**src/rtl/tpg_pkg.sv**
```systemverilog
// Shared encodings for the test pattern generator: mode codes, colour-bar
// channel masks and FSM states.
package tpg_pkg;

    localparam logic [1:0] MODE_SOLID    = 2'd0;
    localparam logic [1:0] MODE_BARS     = 2'd1;
    localparam logic [1:0] MODE_CHECKER  = 2'd2;
    localparam logic [1:0] MODE_GRADIENT = 2'd3;

    // Bit k set means the channel is full-scale in bar k
    // (white, yellow, cyan, green, magenta, red, blue, black).
    localparam logic [7:0] BAR_R_MASK = 8'b0011_0011;
    localparam logic [7:0] BAR_G_MASK = 8'b0000_1111;
    localparam logic [7:0] BAR_B_MASK = 8'b0101_0101;

    typedef enum logic {
        IDLE = 1'b0,
        RUN  = 1'b1
    } state_t;

endpackage

```
**src/rtl/tpg_pixel_color.sv**
```systemverilog
// Combinational pixel colour: maps a raster position and the frame's latched
// mode/solid colour to one RGB triple.
module tpg_pixel_color
    import tpg_pkg::*;
#(
    parameter int H_ACTIVE   = 640,
    parameter int V_ACTIVE   = 480,
    parameter int COLOR_BITS = 4,
    parameter int CHECK_LOG2 = 5,
    localparam int XW = $clog2(H_ACTIVE),
    localparam int YW = $clog2(V_ACTIVE)
) (
    input  logic [XW-1:0]           x,
    input  logic [YW-1:0]           y,
    input  logic [1:0]              mode,
    input  logic [3*COLOR_BITS-1:0] solid_rgb,
    output logic [COLOR_BITS-1:0]   r,
    output logic [COLOR_BITS-1:0]   g,
    output logic [COLOR_BITS-1:0]   b
);

    localparam logic [COLOR_BITS-1:0] FULL = {COLOR_BITS{1'b1}};

    logic [XW+2:0]         x8;
    logic [2:0]            bar;
    logic                  check_odd;
    logic [COLOR_BITS-1:0] grad_r;

    // Bar index is the largest k with k*H_ACTIVE <= 8*x, kept in XW+3 bits.
    always_comb begin
        x8  = {x, 3'b000};
        bar = 3'd0;
        for (int k = 1; k < 8; k++) begin
            if (x8 >= (XW+3)'(k * H_ACTIVE))
                bar = 3'(k);
        end
    end

    assign check_odd = 1'(x >> CHECK_LOG2) ^ 1'(y >> CHECK_LOG2);
    assign grad_r    = COLOR_BITS'({x, {COLOR_BITS{1'b0}}} >> XW);

    always_comb begin
        r = '0;
        g = '0;
        b = '0;
        case (mode)
            MODE_SOLID: begin
                r = solid_rgb[3*COLOR_BITS-1 -: COLOR_BITS];
                g = solid_rgb[2*COLOR_BITS-1 -: COLOR_BITS];
                b = solid_rgb[COLOR_BITS-1:0];
            end
            MODE_BARS: begin
                r = BAR_R_MASK[bar] ? FULL : '0;
                g = BAR_G_MASK[bar] ? FULL : '0;
                b = BAR_B_MASK[bar] ? FULL : '0;
            end
            MODE_CHECKER: begin
                r = check_odd ? '0 : FULL;
                g = check_odd ? '0 : FULL;
                b = check_odd ? '0 : FULL;
            end
            default: begin
                r = grad_r;
                g = COLOR_BITS'({y, {COLOR_BITS{1'b0}}} >> YW);
                b = ~grad_r;
            end
        endcase
    end

endmodule

```
**config.mk**
```make
export PLATFORM = sky130hd
export DESIGN_NAME = tpg_pixel_color
export DESIGN_NICKNAME = d
export VERILOG_FILES = /design/src/rtl/tpg_pkg.sv /design/src/rtl/tpg_pixel_color.sv
export SDC_FILE = /design/constraint.sdc
export NUM_CORES = 1
export LEC_CHECK = 0
export CAP_MARGIN = 10
export CORE_AREA = 3 3 42 44
export DETAILED_ROUTE_END_ITERATION = 12
export DIE_AREA = 0 0 45 47
export GPL_ROUTABILITY_DRIVEN = 0
export GPL_TIMING_DRIVEN = 0
export PLACE_DENSITY = 0.81
export SYNTH_ARGS = -nofsm -noshare
export SYNTH_HDL_FRONTEND = slang
export SYNTH_SLANG_ARGS = --single-unit
```
**constraint.sdc**
```tcl
create_clock -name vclk -period 1.75
set_input_delay 0.2625 -clock vclk [all_inputs]
set_output_delay 0.2625 -clock vclk [all_outputs]
set_load 0.005 [all_outputs]
```
== Word-level counts from Yosys, hierarchy flattened ==
Memories as Yosys holds them, arrays and structs flattened.
Index checks and enable logic that the tools add are counted.
Storage, ports and cells
  output and inout bits: 12
  word-level logic and storage cells: 33
  flip-flop bits (word level): 0
  input bits: 33
  memory bits (read-only): 24
  memories kept: 3
Cells by class
  reduce and logical (&&, ||, !) cells: 1
  bitwise operators: 2
  order comparisons: 8
  multiplexer cells: 17
  equal/unequal tests: 2
Memories
  (no name shown): words 8, width 1, read ports 1, clocked after Yosys merged registers in 0, write ports 0, line tpg_pixel_color.sv:55  | b = BAR_B_MASK[bar] ? FULL : '0;
  (no name shown): words 8, width 1, read ports 1, clocked after Yosys merged registers in 0, write ports 0, line tpg_pixel_color.sv:54  | g = BAR_G_MASK[bar] ? FULL : '0;
  (no name shown): words 8, width 1, read ports 1, clocked after Yosys merged registers in 0, write ports 0, line tpg_pixel_color.sv:53  | r = BAR_R_MASK[bar] ? FULL : '0;
Operator list (number)
  $ge A13 B12 Y1 const B: 3
  $pmux W4 S3: 3
  $ge A13 B11 Y1 const B: 2
  $mux W4: 4
  $ge A13 B10 Y1 const B: 1
  $ge A13 B13 Y1 const B: 1
  $mux W3: 4
  $lt A3 B4 Y1 const B: 1
  $mux W1: 4
  $mux W2: 2
  $not A4 Y4: 1
  $eq A2 B1 Y1 const B: 1
  $eq A2 B2 Y1 const B: 1
  $logic_not A2 Y1: 1
  $xor A1 B1 Y1: 1

== Logic depth before layout (Yosys ltp) ==
Gate-level depths: netlist (run 1).
  depth in word-level cells: 12
  mapped depth: 5
  depth with buffers taken out: 4

== Least setup slack after synthesis (run 1) ==
No wires, ideal clock.
  path kind: in2out
  from: input x[6]
  to: output b[0]
  data required time: 1.487 ns
  setup slack: 0.276 ns
  path buffers: 1
  data arrival time: 1.212 ns
  stages: 5
  path through: buf_4 xnor2_1 a221o_1 a211oi_2 a221o_1
On the way
  longest elaborated chain between the ends: 12
  elaborated cells between the ends (all ways): 19
  those cells by class: order compare: 7; mux: 10; bitwise: 1; memory: 1
Ends and longest elaborated chain
  start: declaration: line tpg_pixel_color.sv:13  | input logic [XW-1:0] x,
  $ge A13 B10 Y1: line tpg_pixel_color.sv:34  | if (x8 >= (XW+3)'(k * H_ACTIVE))
  $mux W1: line tpg_pixel_color.sv:34
  $mux W2 (2 in a row): line tpg_pixel_color.sv:34
  $mux W3 (4 in a row): line tpg_pixel_color.sv:34
  $mem_v2 Z8 W1
  $mux W1 (not written as such): line tpg_pixel_color.sv:55
  $mux W4: line tpg_pixel_color.sv:55
  $pmux W4 S3 (*): line tpg_pixel_color.sv:46  | case (mode)
  end: declaration: line tpg_pixel_color.sv:19  | output logic [COLOR_BITS-1:0] b
Every way passes the cells marked *; elsewhere a longest branch is shown, timed or not. The select of a mux whose other input is x is not followed.

== Worst setup path after layout (run 1) ==
  from: input x[5]
  to: output b[3]
The elaborated chain is that of the path after synthesis.

==> results.ini, run 1 <==
[timing]
setup_viol=0
min_period_over_period_pct=99.8
tns_ns=0
hold_viol_final=0
finalMaxSlewViolations=0
slew_headroom_pct=85.3
rsz0062_at_grt=true
worstMarginPinSlew_ns=0.217
fmax_mhz=573
hold_ws_ns=0.974
finalCriticalPeriod_ns=1.75

[critical_path]
crit_path_start=x[5]
critPathArrivalTime_ns=1.48
cp_top_family=buffers and inverters
cp-end-kind=output port
crit_cells=8
required_ns=1.49
critical_path.max_fanout=5
slowest_delay_ns=0.26
worst_path_max_delay_cell=a221o_1
path_buf_inv=4
startpoint_type=primary input
cp_cell_sequence=buf_8 -> buf_6 -> or2b_1 -> a2bb2oi_2 -> a211oi_2 -> buf_4 -> a221o_1 -> buf_2
critical_path_class=in -> out

[route]
drc=0
routedWlPerCell_um=14.0
via_per_inst=5.54
drt_iter0_markers=5
wirelength_um=1790
drtAntennaViolNets=0
drt_first_pass_iters=4
vias=709

[pwr]
ir_drop_v=0.000130
leakage_nw=0.414
power_density_mw_per_mm2=270

[synthesis]
synth_mux_area_share_pct=2.37
yosysTopAreaCell=a221o_1
synth_top_family_by_area=compound AO/OA/AOI/OAI gates
ys_seq_area_share_pct=0
synthAdderAreaFrac_pct=0
yosysTopAreaCellShare_pct=14.2
synth_simple_gate_area_share_pct=30.9
netlist_top_cells_count=a21oi_1 (8), nand2_1 (8), o21ai_0 (8)
ys_warn_count=0
synth_xor_area_share_pct=2.08
syn_inst=69
synth_cell_types=25
netlist_top_cells_area=a221o_1 (14%), a21oi_1 (9.5%), o21ai_0 (9.5%)
syn_nets=102
syn_avg_cell_area_um2=6.11
syn_area_um2=422
synth_compound_area_share_pct=56.4

[grt]
antenna_found_initial=0
grt_usage_pct=15.1
grt_first_pass_wirelength_um=2570
grt_max_degree=11
grt_pass1_vias=614
grt-ovfl-total=0

[final_layout]
diodes=0
area_growth_pct=123
clockBufferCount=0
fillers=141
fin_nets=147
seq_cell_count=0
final_cells=128
regArea_um2=0
layout-drive-gt1-share_pct=36.6

[floorplan]
die_x_um=45
fp.coreArea_mm2=0.00147
std_cell_rows=14
io_pins=45
floorplan.initialDensity_pct=28.7
die_h_um=47
dieArea_mm2=0.00212

[hold_path]
hp-class=in -> out
hold_depth=4
hold_start=x[6]

[placement]
dpl.cell_count=119
io_buffers=34
dp_hpwl_um=1210

[outcome]
status=finished clean

[run]
cap_violations=0

[cts]
hold_buffers=0

through the flow:
stage	setup slack (ns)	utilization [%]	area, um2	total power, mW
2_1_floorplan	0.276	-	422	0.0952
3_3_place_gp	-0.777	53.1	782	0.218
3_5_place_dp	-0.798	53.1	782	0.220
4_1_cts	0.0177	59.5	876	0.228
5_1_grt	-0.0338	63.9	940	0.273
6_report	0.00364	63.9	940	0.254
kinds of logic (layout without fill, tap and decap cells):
logic type,count (synthesis),in the layout
buffers and inverters,7,50
xor gates and xnor gates,1,1
muxes,1,1
and+or+nand+nor,26,26
AOI/OAI and AO/OA,34,34
layout by cell type, fill, tap and decap left out, types with 2 or more instances in the layout:
master           instances
a221o_1                  6
nor2_1                   4
o211ai_1                 2
buf_6                    2
nand3_1                  3
a21oi_1                  8
o21ai_1                  2
buf_2                    8
nand2_1                  7
clkdlybuf4s50_1         15
clkbuf_2                 4
buf_8                    2
and2_1                   3
clkbuf_8                 3
buf_12                   2
dlygate4sd2_1            3
clkdlybuf4s15_1          2
a22oi_1                  4
buf_4                    7
o21ai_0                  6
final timing paths:
kind	slack (ns)	end
setup / recovery	0.004	b[3]
hold / removal	0.97	r[0]
report_power, final:
group	internal (mW)	switching, mW
sequential	0	0
clock	0	0
combinational	0.151	0.103
total	0.151	0.103
repair_timing:
action                     CTS  global route
gates resized for setup     76            22
setup endpoints to repair   12             9
setup buffers                6             2
gates cloned                 1             0
pin swaps                    8             6
final cells by class:
type               instances  area (um2)  share of cell area (%)
inverters                  1        3.75                   0.399
multi-input cells         62         462                    49.1
well taps                 16        20.0                    2.13
repair buffers            43         367                    39.0
plain buffers              6        87.6                    9.32
routing by layer:
layer  part of all wire [%]  wire length [um]  up-vias  global-route usage [%]
met3                    7.5               134        2                    2.30
met4                   0.95                17        0                    1.17
li1                       -                 -      352                       -
met1                     41               739      321                    18.7
met2                     50               902       34                    28.5
met5                      0                 0        -                       0
(Power assumes the default switching activity.)
==> run 2, diff against run 1 <==
--- a/config.mk
+++ b/config.mk
@@ -6,12 +6,12 @@
 export NUM_CORES = 1
 export LEC_CHECK = 0
 export CAP_MARGIN = 10
-export CORE_AREA = 3 3 42 44
+export CORE_AREA = 3 3 44 46
 export DETAILED_ROUTE_END_ITERATION = 12
-export DIE_AREA = 0 0 45 47
+export DIE_AREA = 0 0 47 49
 export GPL_ROUTABILITY_DRIVEN = 0
 export GPL_TIMING_DRIVEN = 0
-export PLACE_DENSITY = 0.81
+export PLACE_DENSITY = 0.77
 export SYNTH_ARGS = -nofsm -noshare
 export SYNTH_HDL_FRONTEND = slang
 export SYNTH_SLANG_ARGS = --single-unit
==> constraint.sdc (replaced) <==
create_clock -name vclk -period 1.5
set_input_delay 0.225 -clock vclk [all_inputs]
set_output_delay 0.225 -clock vclk [all_outputs]
set_load 0.005 [all_outputs]
==> results.ini, run 2 (same netlist as run 1, synthesis figures left out) <==
[grt]
grt_pass1_vias=623  ; +1.5%
grt_usage_pct=13.8  ; -1.3 points
grt_busiest_layer=met2
antenna_found_initial=0  ; unchanged
use_met2_pct=26.5  ; -2.1 points
grt_max_degree=11  ; unchanged
grt_first_pass_wirelength_um=2550  ; -0.78%
grt-ovfl-total=0  ; unchanged
grtUsageMet1_pct=16.5  ; -2.1 points
grt_use_met3_pct=1.48  ; -0.82 points

[critical_path]
cp-end-kind=output port
required_ns=1.27  ; -0.22 ns
critical_path.max_fanout=5  ; unchanged
critPathArrivalTime_ns=1.37  ; -0.11 ns
critical_path_class=in -> out
startpoint_type=primary input

[pwr]
clkPwrFrac_pct=0  ; unchanged
netSwitchingFraction_pct=41.2  ; +0.49 points
intPower_uw=166  ; +10%
pwr-share-comb_pct=100.0  ; about the same
power_density_mw_per_mm2=316  ; +17%
p_sw_uw=116  ; +13%
ir_drop_v=0.000144  ; +10%
leakage_nw=0.392  ; -5.4%
pwr-share-seq_pct=0  ; unchanged

[outcome]
status=finished with violations
failed_checks=negative setup slack

[route]
drt_first_pass_iters=4  ; unchanged
drt_iter0_markers=9  ; +4
drtAntennaViolNets=0  ; unchanged
routedWlPerCell_um=13.9  ; -0.62%
drc=0  ; unchanged
via_per_inst=5.47  ; -1.3%
vias=689  ; -2.8%
wirelength_um=1760  ; -2.2%

[timing]
slew_headroom_pct=80.4  ; -4.9 points
min_period_over_period_pct=107
fmax_mhz=626
finalMaxSlewViolations=0  ; unchanged
finalCriticalPeriod_ns=1.60
rsz0062_at_grt=true
setup_viol=11  ; +11
hold_viol_final=0  ; unchanged
setup_slack_ns=-0.0979  ; -0.102 ns
worstMarginPinSlew_ns=0.294  ; +0.0767 ns

[final_layout]
fin_nets=145  ; -1.4%
multi_input_area_um2=452  ; -2.2%
regArea_um2=0  ; unchanged
area_growth_pct=112
clockBufferCount=0  ; unchanged
final_cells=126  ; -1.6%
seq_cell_count=0  ; unchanged
layout_commonest_cell=clkdlybuf4s50_1
diodes=0  ; unchanged
final_cell_mix=clkdlybuf4s50_1 (15), buf_2 (12), nand2_1 (8), o21ai_0 (7)
layout-drive-gt1-share_pct=36.4  ; -0.24 points
fillers=155  ; +9.9%

[floorplan]
die_h_um=49  ; +4.3%
io_pins=45  ; unchanged
dieArea_mm2=0.00230  ; +8.9%
fp.coreArea_mm2=0.00154  ; +4.8%
std_cell_rows=14  ; unchanged
floorplan.initialDensity_pct=27.4  ; -1.3 points
die_x_um=47  ; +4.4%

[hold_path]
hp-class=in -> out

[placement]
place_ws_ns=-0.951  ; -0.154 ns
io_buffers=34  ; unchanged
dpl.cell_count=119  ; unchanged
dp_hpwl_um=1230  ; +1.7%

[run]
cap_violations=0  ; unchanged

-- run 2: cell types whose count changed in the layout (fill, tap and decap cells not counted), sizes merged --
cell,change
clkdlybuf4s15,+2
buf,+2
clkbuf,-4
dlygate4sd2,-2
-- run 2: power by group through the flow --
stage | Clock [mW] | Combinational (mW) | Sequential (mW)
finish | 0 | 0.283 | 0
floorplan | 0 | 0.111 | 0
global route | 0 | 0.306 | 0
CTS | 0 | 0.275 | 0
global placement | 0 | 0.256 | 0
detailed placement | 0 | 0.258 | 0
-- run 2: cell type report --
cell class                      count  area share (%)
Buffer                              6            8.39
Timing Repair Buffer               41            38.5
Multi-Input combinational cell     62            50.5
Tap cell                           16            2.24
Inverter                            1           0.420
-- run 2: routing by layer --
| layer | share of wire [%] | routed length, um | vias up |
|---|---|---|---|
| met1 | 38 | 663 | 314 |
| met5 | 0 | 0 | - |
| met3 | 9.9 | 173 | 0 |
| li1 | - | - | 343 |
| met4 | 0 | 0 | 0 |
| met2 | 52 | 918 | 32 |
-- run 2: what timing repair did --
| action | 4_1_cts | 5_1_grt |
|---|---|---|
| hold buffers | 0 | 0 |
| resized for setup | 95 | 4 |
| pin swaps | 10 | 4 |
| setup buffers | 6 | 0 |
| gates cloned | 1 | 0 |
| setup endpoints to repair | 12 | 12 |
-- run 2: worst paths after layout --
path              endpoint  slack [ns]  startpoint  cells past startpoint
setup / recovery      b[0]        -0.1        x[5]                      7
hold / removal        r[0]        0.89        x[6]                      4
-- run 2: worst max-delay path, cell delays in order --
cell	delay [ns]
buf_6	0.10
buf_6	0.12
nor4bb_4	0.25
nor2_1	0.08
a211oi_2	0.33
a221o_1	0.16
buf_2	0.11
-- run 2: per-stage QoR --
step	cell area [um2]	util, %	TNS, ns	hold slack [ns]	total power [mW]
4_1_cts	875	56.7	-0.756	0.893	0.275
6_report	895	58.0	-0.819	0.893	0.283
3_5_place_dp	782	50.7	-10.95	1.26	0.258
3_3_place_gp	782	50.7	-10.93	1.26	0.256
2_1_floorplan	422	-	0	0.558	0.111
5_1_grt	895	58.0	-1.61	0.925	0.306
==> run 3, diff against run 2 <==
==> constraint.sdc (replaced) <==
create_clock -name vclk -period 1.3
set_input_delay 0.195 -clock vclk [all_inputs]
set_output_delay 0.195 -clock vclk [all_outputs]
set_load 0.005 [all_outputs]
==> results.ini, run 3 (same netlist as run 1, synthesis figures left out) <==
[pwr]
pwr-share-seq_pct=0  ; unchanged
intPower_uw=213  ; +28%
ir_drop_v=0.000194  ; +35%
clkPwrFrac_pct=0  ; unchanged
leakage_nw=0.442  ; +13%
pwr-share-comb_pct=100.0  ; about the same
netSwitchingFraction_pct=41.9  ; +0.74 points
p_sw_uw=154  ; +32%
total_power_uw=368  ; +30%
power_density_mw_per_mm2=370  ; +17%

[timing]
rsz0062_at_grt=true
slew_headroom_pct=82.9  ; +2.5 points
hold_ws_ns=0.815  ; -0.0782 ns
worstMarginPinSlew_ns=0.257  ; -0.0371 ns
min_period_over_period_pct=124
finalCriticalPeriod_ns=1.61
setup_slack_ns=-0.314  ; -0.216 ns
hold_viol_final=0  ; unchanged
finalMaxSlewViolations=0  ; unchanged
fmax_mhz=620
setup_viol=12  ; +1

[final_layout]
clockBufferCount=0  ; unchanged
fin_nets=149  ; +2.8%
layout-drive-gt1-share_pct=46.5  ; +10 points
diodes=0  ; unchanged
fillers=136  ; -12%
multi_input_area_um2=505  ; +12%
seq_cell_count=0  ; unchanged
regArea_um2=0  ; unchanged
final_cells=130  ; +3.2%
design_area_um2=995  ; +11%
layout_commonest_cell=clkdlybuf4s50_1
utilization_pct=64.5  ; +6.5 points
area_growth_pct=136
final_cell_mix=clkdlybuf4s50_1 (15), buf_2 (14), a21oi_1 (8), buf_4 (8), nand2_1 (7)

[critical_path]
critPathArrivalTime_ns=1.42  ; +0.05 ns
cp-end-kind=output port
slowest_delay_ns=0.33  ; about the same
critical_path_class=in -> out
cp_cell_sequence=buf_12 -> nor3b_4 -> a221o_1 -> a211oi_2 -> buf_4 -> a221o_1 -> buf_2
cpMostUsedCell=a221o_1
worst_path_max_delay_cell=a221o_1
critical_path.max_fanout=5  ; unchanged
startpoint_type=primary input
required_ns=1.11  ; -0.16 ns

[route]
routedWlPerCell_um=16.1  ; +16%
drc=0  ; unchanged
drt_first_pass_iters=4  ; unchanged
vias=748  ; +8.6%
drtAntennaViolNets=0  ; unchanged
wirelength_um=2100  ; +20%
via_per_inst=5.75  ; +5.2%
drt_iter0_markers=8  ; -1

[hold_path]
hold_depth=4  ; unchanged
hold_start=x[7]
hold_path_end=r[1]
hp-class=in -> out

[outcome]
status=finished with violations
failed_checks=negative setup slack

[grt]
grt_pass1_vias=757  ; +22%
grt-ovfl-total=0  ; unchanged
grt_first_pass_wirelength_um=3180  ; +25%
antenna_found_initial=0  ; unchanged
grt_usage_pct=17.6  ; +3.8 points
grt_max_degree=11  ; unchanged

[placement]
io_buffers=34  ; unchanged
dp_hpwl_um=1280  ; +3.7%
post_dp_cell_area_um2=801  ; +2.4%
dpl.cell_count=119  ; unchanged

[floorplan]
io_pins=45  ; unchanged
die_x_um=47  ; unchanged
std_cell_rows=14  ; unchanged
fp.coreArea_mm2=0.00154  ; unchanged
die_h_um=49  ; unchanged
dieArea_mm2=0.00230  ; unchanged
floorplan.initialDensity_pct=27.4  ; unchanged

[run]
cap_violations=0  ; unchanged

run 3: cell types whose count changed in the layout (fill, tap and decap cells not counted), moves of 3 or more:
| cell | delta |
|---|---|
| clkdlybuf4s15_2 | -3 |
| o21ai_2 | +3 |
| buf_4 | +3 |
| o21ai_0 | -3 |
run 3: final cells by class:
type                            count  area share (%)
Buffer                              6            8.81
Inverter                            1           0.377
Multi-Input combinational cell     62            50.8
Tap cell                           16            2.01
Timing Repair Buffer               45            38.0
run 3: metrics by stage:
| stage | setup WS [ns] | TNS [ns] |
|---|---|---|
| 2_1_floorplan | -0.00720 | -0.0288 |
| 3_3_place_gp | -1.09 | -12.56 |
| 3_5_place_dp | -1.13 | -12.83 |
| 4_1_cts | -0.298 | -2.52 |
| 5_1_grt | -0.372 | -3.41 |
| 6_report | -0.314 | -2.79 |
run 3: worst max-delay path, delay by kind of cell:
kind	cells	cell delay, ns
buffers and inverters	3	0.38
AOI/OAI and AO/OA	3	0.70
and+or+nand+nor	1	0.14
run 3: worst max-delay path by stage:
stage | cells after the start | end | start | slack, ns
after CTS | 8 | b[0] | x[5] | -0.30
after detailed placement | 6 | b[0] | x[7] | -1.13
after floorplan | 5 | b[2] | x[6] | -0.007
after global routing | 7 | b[0] | x[6] | -0.37
final | 7 | b[0] | x[7] | -0.31
after global placement | 6 | b[0] | x[7] | -1.09
run 3: per-layer routing:
metal	vias to the layer above	share of wire (%)	GRT usage [%]
li1	357	-	-
met1	343	37	19.6
met2	38	52	33.9
met3	10	6.6	1.11
met4	0	3.6	3.69
met5	-	0	0
run 3: power by group through the flow:
| stage | Clock, mW | Sequential, mW | Combinational, mW |
|---|---|---|---|
| global route | 0 | 0 | 0.395 |
| CTS | 0 | 0 | 0.315 |
| detailed placement | 0 | 0 | 0.305 |
| finish | 0 | 0 | 0.368 |
| global placement | 0 | 0 | 0.301 |
| floorplan | 0 | 0 | 0.134 |
run 3: what timing repair did:
item,4_1_cts,5_1_grt
resized for setup,99,22
gates cloned,0,1
hold buffers,0,0
setup buffers,9,2
endpoints found under the setup margin,12,12
pin swaps,18,15
